[config.mk]
export PLATFORM = sky130hd
export DESIGN_NAME = ring_osc_monitor_flat
export DESIGN_NICKNAME = d
export VERILOG_FILES = /design/src/rtl/ring_osc_monitor_if.sv /design/src/rtl/ring_osc_monitor.sv /design/src/flat_wrapper.sv
export SDC_FILE = /design/constraint.sdc
export NUM_CORES = 1
export LEC_CHECK = 0
export CAP_MARGIN = 20
export CORE_UTILIZATION = 40
export CTS_CLUSTER_SIZE = 20
export DETAILED_ROUTE_END_ITERATION = 12
export PLACE_DENSITY = 0.61
export SETUP_SLACK_MARGIN = 0.02
export SLEW_MARGIN = 10
export SYNTH_ARGS = -nofsm -noshare
export SYNTH_HDL_FRONTEND = slang
export SYNTH_SLANG_ARGS = --single-unit
[constraint.sdc]
create_clock -name clk -period 3.71 [get_ports clk]
set_clock_uncertainty 0.2 [all_clocks]
set_input_delay 0.5565 -clock clk [delete_from_list [all_inputs] [get_ports clk]]
set_output_delay 0.5565 -clock clk [all_outputs]
set_load 0.1 [all_outputs]
[src/rtl/ring_osc_monitor_if.sv]
// ring_osc_monitor_if -- register-side handshake between the test sequencer
// and the ring-oscillator monitor.
//   start    : sequencer requests a measurement (sampled by the monitor in IDLE)
//   win_len  : window length in clocks, captured with start (0 acts as 1)
//   busy     : measurement in progress (start acceptance through DONE)
//   done     : one-cycle pulse, results valid
//   count    : saturating rising-edge count of the last window
//   stuck    : last window counted no edges
//   overflow : counter saturated during the last window
interface ring_osc_monitor_if #(
  parameter int CNT_W = 16,
  parameter int WIN_W = 16
);
  logic             start;
  logic [WIN_W-1:0] win_len;
  logic             busy;
  logic             done;
  logic [CNT_W-1:0] count;
  logic             stuck;
  logic             overflow;

  modport master (output start, win_len, input busy, done, count, stuck, overflow);
  modport slave  (input start, win_len, output busy, done, count, stuck, overflow);
endinterface

[src/rtl/ring_osc_monitor.sv]
// ring_osc_monitor -- gates a ring oscillator, waits a settle period, then
// counts rising edges of a synchronised ring tap over a programmable window.
//   clk      : system clock
//   rst      : synchronous active-high reset
//   ring_tap : asynchronous tap from the ring
//   ring_en  : registered ring enable (drives the ring's NAND stage)
//   bus      : start/win_len in, busy/done/count/stuck/overflow out
module ring_osc_monitor #(
  parameter int CNT_W       = 16,
  parameter int WIN_W       = 16,
  parameter int SYNC_STAGES = 2,
  parameter int SETTLE_CYC  = 4
) (
  input  logic                clk,
  input  logic                rst,
  input  logic                ring_tap,
  output logic                ring_en,
  ring_osc_monitor_if.slave   bus
);

  // One down-counter times both the settle period and the window.
  localparam int SET_W = $clog2(SETTLE_CYC + 1);
  localparam int TMR_W = (WIN_W > SET_W) ? WIN_W : SET_W;

  typedef enum logic [1:0] {IDLE, SETTLE, MEASURE, DONE} state_e;

  state_e                 state_q, state_d;
  logic [TMR_W-1:0]       tmr_q, tmr_d;
  logic [WIN_W-1:0]       win_q, win_d;
  logic [SYNC_STAGES-1:0] sync_q, sync_d;
  logic                   prev_q, prev_d;
  logic [CNT_W-1:0]       cnt_q, cnt_d;
  logic                   stuck_q, stuck_d;
  logic                   ovf_q, ovf_d;
  logic                   ring_en_q, ring_en_d;
  logic                   busy_q, busy_d;
  logic                   done_q, done_d;
  logic                   rise;

  assign rise = sync_q[SYNC_STAGES-1] & ~prev_q;

  always_comb begin
    state_d   = state_q;
    tmr_d     = tmr_q;
    win_d     = win_q;
    cnt_d     = cnt_q;
    stuck_d   = stuck_q;
    ovf_d     = ovf_q;
    ring_en_d = ring_en_q;
    busy_d    = busy_q;
    done_d    = 1'b0;
    // Synchroniser and edge-history run continuously; only MEASURE counts.
    sync_d    = {sync_q[SYNC_STAGES-2:0], ring_tap};
    prev_d    = sync_q[SYNC_STAGES-1];

    unique case (state_q)
      IDLE: begin
        if (bus.start) begin
          state_d   = SETTLE;
          win_d     = (bus.win_len == '0) ? WIN_W'(1) : bus.win_len;
          tmr_d     = TMR_W'(SETTLE_CYC - 1);
          cnt_d     = '0;
          stuck_d   = 1'b0;
          ovf_d     = 1'b0;
          ring_en_d = 1'b1;
          busy_d    = 1'b1;
        end
      end
      SETTLE: begin
        if (tmr_q == '0) begin
          state_d = MEASURE;
          tmr_d   = TMR_W'(win_q) - TMR_W'(1);
        end else begin
          tmr_d = tmr_q - TMR_W'(1);
        end
      end
      MEASURE: begin
        if (rise) begin
          if (&cnt_q) ovf_d = 1'b1;       // saturate, never wrap
          else        cnt_d = cnt_q + CNT_W'(1);
        end
        if (tmr_q == '0) begin
          // The edge on this final window clock is included in the result.
          state_d   = DONE;
          ring_en_d = 1'b0;
          done_d    = 1'b1;
          stuck_d   = (cnt_d == '0);
        end else begin
          tmr_d = tmr_q - TMR_W'(1);
        end
      end
      DONE: begin
        state_d = IDLE;
        busy_d  = 1'b0;
      end
      default: state_d = IDLE;
    endcase
  end

  always_ff @(posedge clk) begin
    if (rst) begin
      state_q   <= IDLE;
      tmr_q     <= '0;
      win_q     <= '0;
      sync_q    <= '0;
      prev_q    <= 1'b0;
      cnt_q     <= '0;
      stuck_q   <= 1'b0;
      ovf_q     <= 1'b0;
      ring_en_q <= 1'b0;
      busy_q    <= 1'b0;
      done_q    <= 1'b0;
    end else begin
      state_q   <= state_d;
      tmr_q     <= tmr_d;
      win_q     <= win_d;
      sync_q    <= sync_d;
      prev_q    <= prev_d;
      cnt_q     <= cnt_d;
      stuck_q   <= stuck_d;
      ovf_q     <= ovf_d;
      ring_en_q <= ring_en_d;
      busy_q    <= busy_d;
      done_q    <= done_d;
    end
  end

  assign ring_en      = ring_en_q;
  assign bus.busy     = busy_q;
  assign bus.done     = done_q;
  assign bus.count    = cnt_q;
  assign bus.stuck    = stuck_q;
  assign bus.overflow = ovf_q;

endmodule

[src/flat_wrapper.sv]
// flat-port wrapper written by rule: the top's interface ports become plain ports
module ring_osc_monitor_flat 
#(
  parameter int CNT_W       = 16,
  parameter int WIN_W       = 16,
  parameter int SYNC_STAGES = 2,
  parameter int SETTLE_CYC  = 4
)
  (clk, rst, ring_tap, ring_en, bus_start, bus_win_len, bus_busy, bus_done, bus_count, bus_stuck, bus_overflow);
  ring_osc_monitor_if #(.CNT_W(CNT_W), .WIN_W(WIN_W)) bus_i ();
  input  logic clk;
  input  logic rst;
  input  logic ring_tap;
  output logic ring_en;
  input wire logic [$bits(bus_i.start)-1:0] bus_start;
  input wire logic [$bits(bus_i.win_len)-1:0] bus_win_len;
  output wire logic [$bits(bus_i.busy)-1:0] bus_busy;
  output wire logic [$bits(bus_i.done)-1:0] bus_done;
  output wire logic [$bits(bus_i.count)-1:0] bus_count;
  output wire logic [$bits(bus_i.stuck)-1:0] bus_stuck;
  output wire logic [$bits(bus_i.overflow)-1:0] bus_overflow;
  assign bus_i.start = bus_start;
  assign bus_i.win_len = bus_win_len;
  assign bus_busy = bus_i.busy;
  assign bus_done = bus_i.done;
  assign bus_count = bus_i.count;
  assign bus_stuck = bus_i.stuck;
  assign bus_overflow = bus_i.overflow;
  ring_osc_monitor #(.CNT_W(CNT_W), .WIN_W(WIN_W), .SYNC_STAGES(SYNC_STAGES), .SETTLE_CYC(SETTLE_CYC)) u_core (.clk(clk), .rst(rst), .ring_tap(ring_tap), .ring_en(ring_en), .bus(bus_i));
endmodule
-- Word-level counts from Yosys, hierarchy flattened
Cells that the tools add are included.
- register bits: 58
- bits of input ports: 20
- output and inout port bits: 21
- logic and storage cells: 67
- add/subtract/negate cells: 3
- eq/ne operators: 9
- muxes and demuxes: 25
- bitwise operators: 3
- reductions and logical operators: 16
- operator list (cell ; count):
    16-bit 2-to-1 mux ; 8
    16-bit zero test ; 3
    16-bit case mux with 3 select lines ; 1
    16-bit case mux with 2 select lines ; 1
    16-bit by 1-bit subtractor with 16-bit output, second input constant ; 2
    16-bit by 1-bit adder with 16-bit output, second input constant ; 1
    16-bit AND reduction ; 1
    3-bit AND reduction ; 3
    2-bit by 1-bit != test with 1-bit output, second input constant ; 4
    1-bit case mux with 2 select lines ; 4
    2-bit case mux with 4 select lines ; 1
    1-bit 2-to-1 mux ; 7
    2-bit 2-to-1 mux ; 3
    2-bit AND reduction ; 3
    2-bit equality test, second input constant ; 2
    2-bit != test, second input constant ; 2
    4-bit AND reduction ; 1
    2-bit nonzero test ; 2
    3-bit nonzero test ; 1
    2-bit by 1-bit equality test with 1-bit output, second input constant ; 1
    2-bit zero test ; 1
    1-bit NOT ; 2
    2-bit OR reduction ; 1
    1-bit AND ; 1

-- Longest topological paths before layout
Gate-level depths: netlist (run 1).
- depth in word-level cells: 7
- depth in mapped cells: 10
- mapped depth without buffers: 8

-- Worst setup path before layout (run 1)
Ideal clock, no wire load.
- kind: register to register
- start point: register u_core.cnt_q[0], in the netlist u_core.bus.count[0]
- end point: register u_core.stuck_q, in the netlist u_core.bus.stuck
- setup time: 0.096 ns
- arrival: 3.227 ns
- data required time: 3.414 ns
- path slack: 0.187 ns
- cell stages (with the launch flop): 10
- buffers on the path: 2
- clock period less this slack: 3.523 ns
- cells stage by stage: dfxtp_1 ha_1 clkbuf_8 nand4_1 or4_1 buf_2 a31oi_1 o221ai_1 or4_1 o41ai_2
- longest elaborated chain between the ends: 7
- elaborated cells on any way between the ends: 8
- those cells by class: add/sub (1); mux (5); reduce/logical (2)
- RTL lines (element ; line ; text):
    start, declared ; ring_osc_monitor.sv:32 ; logic [CNT_W-1:0] cnt_q, cnt_d;
    start signal, assigned ; ring_osc_monitor.sv:119 ; cnt_q <= cnt_d;
    16-bit by 1-bit adder with 16-bit output / 16-bit AND reduction (equally long branches) ; ring_osc_monitor.sv:80, ring_osc_monitor.sv:79 ;
    16-bit 2-to-1 mux ; ring_osc_monitor.sv:79 ; if (&cnt_q) ovf_d = 1'b1;
    16-bit 2-to-1 mux (*) ; ring_osc_monitor.sv:78 ; if (rise) begin
    16-bit 2-to-1 mux (*) ; ring_osc_monitor.sv:56 ; unique case (state_q)
    16-bit zero test (*) ; ring_osc_monitor.sv:87 ; stuck_d = (cnt_d == '0);
    1-bit 2-to-1 mux (*) ; ring_osc_monitor.sv:82 ; if (tmr_q == '0) begin
    1-bit case mux with 2 select lines (*) ; ring_osc_monitor.sv:56 ;
    end signal, assigned ; ring_osc_monitor.sv:120 ; stuck_q <= stuck_d;
    end, declared ; ring_osc_monitor.sv:33 ; logic stuck_q, stuck_d;
Every way passes the cells marked *; elsewhere a longest branch is shown, timed or not. The select of a mux whose other input is x is not followed.
A chain may end at the register's enable or synchronous reset.

-- Worst setup path after layout (run 1)
- start point: register u_core.cnt_q[11], in the netlist u_core.bus.count[11]
- end point: register u_core.stuck_q, in the netlist u_core.bus.stuck
The elaborated chain is that of the path after synthesis.

==> summary.txt, run 1 <==
Floorplanning
  • Row count: 34
  • Die H: between 90 and 100 microns
  • Die extent in x: 96.9 microns
  • Core area: between 8000 and 9000 sq um
  • Num ports: 41
  • Initial Util: 0.413
  • Die area: ~9400 sq um

CTS
  • CTS Sinks: 58
  • CTS root buf: clkbuf_8
  • H-Tree Level Count: 3
  • Post-CTS Setup Bufs: 0
  • PostCTS Resize Cnt: 0
  • CTS clk-pin slew, worst paths: around 0.070 ns
  • CTS tree: done
  • Hold_buf cts: 0
  • Clk buf depth: 2
  • Later-pin clock latency in the skew report: roughly 0.33 ns
  • Num CTS Buffers: 9

Min path
  • Worst hold path type: reg2reg

Synth
  • Syn Std Cell Area: 3600 sq um
  • Cell with the most instances after synthesis: nand2_1
  • Yosys reg bits: 58
  • Syn_nets: a little over 500
  • Ys async rst share: 0
  • Post-synth EDFFs: 0
  • Syn avg cell area: between 7 and 8 sq um
  • Synth warn: 0
  • Post-synth top flop: dfxtp_1
  • Register area share after synthesis: 0.323
  • Top cells by count, synth: nand2_1 (66), a21oi_1 (61), dfxtp_1 (58)
  • Largest cells by area after synthesis: dfxtp_1 (32%), a21oi_1 (8.5%), nand2_1 (6.9%)
  • Yosys top cell by area: dfxtp_1
  • Netlist cell types: 56
  • Post-synth top area share: 0.323
  • Syn Inst Count: around 480

Cells and area
  • Finished Core Util: 0.482
  • Nets: around 540
  • Layout cells sized above 1: 0.0853
  • Final Cell Area: approximately 4200 sq um
  • Area delta synth->final: 16.8%
  • Antenna cells: 0

GRT
  • Largest net degree at the start of global routing: 34
  • Vias in the first global route: 3329
  • Total gr overflow: 0
  • Gr usage total: 0.209
  • First-pass GRT wire length: between 15000 and 20000 microns
  • Initial antenna violation count: 0

Worst setup path
  • Startpoint Class: register
  • Worst Path Max Fanout: 10
  • Slowest stage delay, CP: between 0.7 and 0.8 ns
  • Cell Chain, Critical Path: nand4_4 > or4_1 > a31oi_1 > o221ai_1 > or4_1 > o41ai_2
  • Most frequent CP cell: or4_1
  • Required @ worst endpoint: between 3 and 4 ns
  • CP max-delay cell: or4_1
  • CP Class: reg2reg
  • Crit end category: register
  • Critical path arrival: between 3 and 4 ns

STA
  • RSZ-0062 raised after global routing: false
  • Final Hold Viols: 0
  • Final Setup Violations: 0
  • Crit path time final: between 3 and 4 ns
  • Worst-Margin Slew: roughly 1.0 ns
  • Final Worst Setup Slack: ~0.65 ns
  • Fin crit share: 0.824
  • Max-slew headroom: 0.332
  • Setup TNS: 0 ns
  • Max Transition Viols Final: 0
  • Fmax: about 0.33 GHz

Placed design
  • Worst slack, placed: ~0.7 ns
  • Post-DP Area: between 4000 and 5000 sq um
  • Gpl congestion: between 0.8 and 0.9
  • DP Wirelength: slightly below 7000 microns
  • I/O Buffers: 40

Power and ir drop
  • Pwr/cell area: 644 nW/um^2
  • Pleak: about 1.5 nW
  • Total power: about 2.7 mW
  • Peak VDD IR: about 0.41 mV

Detailed routing
  • Residual DRC: 0
  • DR iter-0 viols: 223
  • Wire per inst: 15.1 microns
  • Via count: 3585
  • Antenna Nets Post-Route: 0
  • Routed Wire Length: 9440 microns
  • Pre-antenna DRT Iters: 5
  • Vias per cell: approximately 5.7

Run status
  • Outcome: finished, final reports clean

Flow run
  • Max cap viols: 0
## through the flow
step	std cells	hold WS [ns]
3_5_place_dp	608	0.240
4_1_cts	624	0.257
2_1_floorplan	479	0.214
5_1_grt	624	0.272
3_3_place_gp	608	0.243
6_report	624	0.246
## layer usage
layer  GRT usage  routed length (microns)  up-vias
met4      0.0792                       60        0
met2       0.307                     4040      100
met5           0                        0        -
li1            -                        -     1819
met3      0.0340                      478        8
met1       0.306                     4870     1658
## cell families (layout without fill, tap and decap cells)
| family | after synthesis | after routing | share of synthesized area |
|---|---|---|---|
| AND/OR/NAND/NOR | 214 | 214 | 0.304 |
| buffers and inverters | 36 | 73 | 0.0528 |
| adder cells (fa/ha/maj) | 7 | 7 | 0.0243 |
| AO/OA/AOI/OAI | 141 | 141 | 0.239 |
| multiplexers | 1 | 1 | 0.00278 |
| flip-flops | 58 | 58 | 0.323 |
| XOR/XNOR | 22 | 22 | 0.0535 |
## worst max-delay path, delay by kind of cell, from the launching register on
family          cells  cell delay (ns)
compound gates      3             0.68
simple gates        3             1.50
flops               1             0.58
## layout by cell type, fill, tap and decap left out, types with 2 or more instances in the layout
cell	synthesis	final
a21oi_1	61	61
o21ai_0	32	32
a21boi_0	2	2
a211oi_1	6	6
or4_1	7	7
nand4b_1	3	3
o41ai_1	2	2
and4_2	3	3
nor2b_1	8	8
nand2b_1	3	3
nor3_1	23	23
a22oi_1	6	6
o221ai_1	2	2
nor4_1	11	11
a311oi_1	4	4
buf_4	0	13
o31a_1	3	3
a31oi_1	7	7
clkbuf_1	18	2
and2_1	7	7
nand2_1	66	66
nand3_1	9	9
or3_1	5	5
a221oi_1	2	2
nand4_1	10	10
xor2_1	10	10
or3b_2	4	4
and3_1	3	3
nor2_1	41	41
ha_1	7	7
o31ai_1	4	4
nor3b_1	3	3
clkinv_2	0	2
or2b_1	2	2
clkdlybuf4s50_1	0	34
xnor2_1	12	12
inv_1	8	8
clkbuf_8	3	12
o211ai_1	2	2
dfxtp_1	58	58
## state kept, by name, indices dropped and copies added (netlist names)
signal	cells
u_core.state_q	2
u_core.ring_en	1
u_core.prev_q	1
u_core.bus.stuck	1
u_core.sync_q	2
u_core.bus.count	16
u_core.tmr_q	16
u_core.bus.overflow	1
u_core.win_q	16
u_core.bus.busy	1
u_core.bus.done	1
## power by group
group          internal [mW]  leakage [nW]  switching [mW]
Combinational          0.509         0.911           0.862
Clock                  0.296        0.0965           0.249
Sequential             0.706         0.472          0.0865
Total                   1.51          1.48            1.20
## cell type report
class / instances / area (sq um)
fill: 891 / 4520
inverter: 9 / 33.8
sequential: 58 / 1160
multi-input combinational: 385 / 2250
clock buffer: 14 / 173
timing repair buffer: 48 / 443
clock inverter: 2 / 10.0
tap: 108 / 135
## final timing paths
kind | from | endpoint | slack [ns] | cells past startpoint
hold reg to reg | u_core.sync_q[0] | u_core.sync_q[1] | 0.25 | 1
setup reg to reg | u_core.bus.count[11] | u_core.bus.stuck | 0.65 | 6
hold / removal | u_core.sync_q[0] | u_core.sync_q[1] | 0.25 | 1
setup / recovery | u_core.bus.count[11] | u_core.bus.stuck | 0.65 | 6
Power figures use the tool's default switching activity.
==> run 2, diff against run 1 <==
--- a/config.mk
+++ b/config.mk
@@ -9,7 +9,7 @@
 export CORE_UTILIZATION = 40
 export CTS_CLUSTER_SIZE = 20
 export DETAILED_ROUTE_END_ITERATION = 12
-export PLACE_DENSITY = 0.61
+export PLACE_DENSITY = 0.63
 export SETUP_SLACK_MARGIN = 0.02
 export SLEW_MARGIN = 10
 export SYNTH_ARGS = -nofsm -noshare
==> constraint.sdc (replaced) <==
create_clock -name clk -period 2.81 [get_ports clk]
set_clock_uncertainty 0.2 [all_clocks]
set_input_delay 0.4215 -clock clk [delete_from_list [all_inputs] [get_ports clk]]
set_output_delay 0.4215 -clock clk [all_outputs]
set_load 0.1 [all_outputs]
==> run 2 against run 1 <==
Against the previous run: count of clock-buffer cells in the layout decreased by 2; non-clock buffer count is 13 higher; routed wire length increased by 2.6%; core utilization increased by 1.8 points; flip-flop and latch count is the same; design area increased by 3.8%; worst hold slack better by 0.0023 ns; combinational power grew 43%; sequential power increased by 30%.
==> summary.txt, run 2 (synthesis results as in run 1) <==
Cells and area
  • FF+latch area: 1220 sq um (+5.2%)
  • Commonest cells after routing, fill and taps aside: nand2_1 (66), a21oi_1 (61), buf_4 (42), dfxtp_1 (42), nor2_1 (41)
  • Area delta synth->final: 21.2%
  • Most common cell after layout, fill and taps aside: nand2_1
  • Filler cells: 858 (-3.7%)
  • Antenna cells: 0 (unchanged)
  • Area of the multi-input gates: 2260 sq um (+0.56%)
  • Layout cells sized above 1: 0.172 (+0.0868)
  • Final Cell Area: 4360 sq um (+3.8%)
  • Nets: 551 (+2.4%)

Floorplanning
  • Num ports: 41 (unchanged)
  • Die area: 9380 sq um (unchanged)
  • Row count: 34 (unchanged)
  • Core area: 8720 sq um (unchanged)
  • Die extent in x: 96.9 microns (unchanged)
  • Initial Util: 0.413 (unchanged)
  • Die H: 96.9 microns (unchanged)

Worst setup path
  • Startpoint Class: register
  • WP depth: 8 (+2)
  • Reg2Reg Depth: 8 (+2)
  • CP Class: reg2reg
  • R2r startpoint: u_core.tmr_q[0]
  • Crit end category: register
  • Critical path arrival: 2.66 ns (-0.43 ns)
  • Slowest stage delay, CP: 0.53 ns (-0.20 ns)
  • Worst Path Max Fanout: 6 (-4)
  • Reg-to-reg slack, setup: 0.20 ns (-0.45 ns)
  • Top Family by Delay on Critical Path: simple AND/OR/NAND/NOR gates
  • Required @ worst endpoint: 2.87 ns (-0.88 ns)
  • CP max-delay cell: or3b_2
  • Reg-to-reg endpoint: u_core.tmr_q[14]
  • Buf/Inv on CP: 1 (+1)
  • Cell Chain, Critical Path: inv_1 > ha_1 > or3b_2 > nand3b_1 > or4_1 > nor3_1 > a21oi_1 > a211oi_1

CTS
  • PostCTS Resize Cnt: 0 (unchanged)
  • Num CTS Buffers: 9 (unchanged)
  • Later-pin clock latency in the skew report: 0.34 ns (about the same)
  • H-Tree Level Count: 3 (unchanged)
  • CTS root buf: clkbuf_8
  • Clk buf depth: 2 (unchanged)
  • CTS clk-pin slew, worst paths: 0.07 ns (about the same)
  • CTS tree: done
  • CTS Sinks: 58 (unchanged)

Placed design
  • Post-DP Area: 4140 sq um (+2.9%)
  • DP Wirelength: 7050 microns (+3.4%)
  • Gpl congestion: 0.920 (+5.9%)
  • I/O Buffers: 40 (unchanged)

Flow run
  • Max cap viols: 0 (unchanged)

GRT
  • Total gr overflow: 0 (unchanged)
  • Largest net degree at the start of global routing: 32 (-5.9%)
  • Initial antenna violation count: 0 (unchanged)
  • Gr usage total: 0.206 (-0.00329)
  • First-pass GRT wire length: 15800 microns (-2.4%)
  • Vias in the first global route: 3255 (-2.2%)

Power and ir drop
  • Peak VDD IR: 0.617 mV (+49%)
  • Pleak: 1.60 nW (+7.9%)
  • Pwr/cell area: 875 nW/um^2 (+36%)

Detailed routing
  • Routed Wire Length: 9680 microns (+2.6%)
  • DR iter-0 viols: 269 (+21%)
  • Antenna Nets Post-Route: 0 (unchanged)
  • Via count: 3648 (+1.8%)
  • Wire per inst: 15.2 microns (+0.47%)
  • Pre-antenna DRT Iters: 5 (unchanged)
  • Residual DRC: 0 (unchanged)
  • Vias per cell: 5.73 (-0.32%)

STA
  • Worst-Margin Slew: 0.552 ns (-0.447 ns)
  • RSZ-0062 raised after global routing: false
  • Max-slew headroom: 0.627 (+0.295)
  • Fin crit share: 0.928 (+0.104)
  • Final Setup Violations: 0 (unchanged)
  • Final Hold Viols: 0 (unchanged)
  • Crit path time final: 2.61 ns (-0.449 ns)
  • Fmax: 0.383 GHz (+17%)
  • Max Transition Viols Final: 0 (unchanged)
  • Setup TNS: 0 ns (unchanged)

Min path
  • Worst Hold End: u_core.sync_q[1]
  • WHS Path Cells: 1 (unchanged)
  • Worst Min Path Start: u_core.sync_q[0]
  • Worst hold path type: reg2reg

Run status
  • Outcome: finished, final reports clean
==> run 2: changes by cell type in the layout (fill, tap and decap cells not counted), sizes merged <==
cell,previous run,this run
buf,14,43
bufinv,0,1
clkbuf,14,12
clkdlybuf4s50,34,18
inv,8,9
==> run 2: how the worst max path moves through the flow <==
stage	start	end
4_1_cts	u_core.tmr_q[0]	u_core.tmr_q[14]
6_report	u_core.tmr_q[0]	u_core.tmr_q[14]
3_5_place_dp	u_core.tmr_q[0]	u_core.tmr_q[14]
2_1_floorplan	u_core.bus.count[0]	u_core.bus.stuck
5_1_grt	u_core.tmr_q[0]	u_core.tmr_q[14]
3_3_place_gp	u_core.tmr_q[0]	u_core.tmr_q[14]
==> run 2: layout make-up <==
cell class                 count  share of cell area
inverter                       9             0.00774
sequential                    58               0.280
multi-input combinational    385               0.518
clock buffer                  12              0.0381
tap                          108              0.0310
clock inverter                 4              0.0106
timing repair buffer          61               0.115
==> run 2: power by group <==
group | internal [mW] | total, mW | switching (mW)
combinational | 0.782 | 1.96 | 1.17
sequential | 0.917 | 1.03 | 0.116
clock | 0.485 | 0.830 | 0.344
total | 2.18 | 3.82 | 1.63
==> run 2: repair_timing <==
item | 4_1_cts | 5_1_grt
setup buffers | 0 | 2
endpoints found under the setup margin | 0 | 1
hold buffers | 0 | 0
==> run 2: layer usage <==
layer / GRT usage / wire length, microns / vias up
li1: - / - / 1840
met1: 0.301 / 4850 / 1685
met2: 0.303 / 4150 / 110
met3: 0.0354 / 522 / 13
met4: 0.0700 / 153 / 0
met5: 0 / 0 / -
==> run 2: per-stage QoR <==
stage               setup WS (ns)  total power, mW  hold slack [ns]   util  instances
finish                      0.201             3.82            0.248  0.500        637
detailed placement          0.134             2.93            0.238  0.474        619
global route               0.0275             4.10            0.271  0.500        637
global placement            0.217             2.91            0.220  0.474        619
CTS                         0.127             3.78            0.254  0.499        635
floorplan                  0.0127             2.40            0.214      -        479
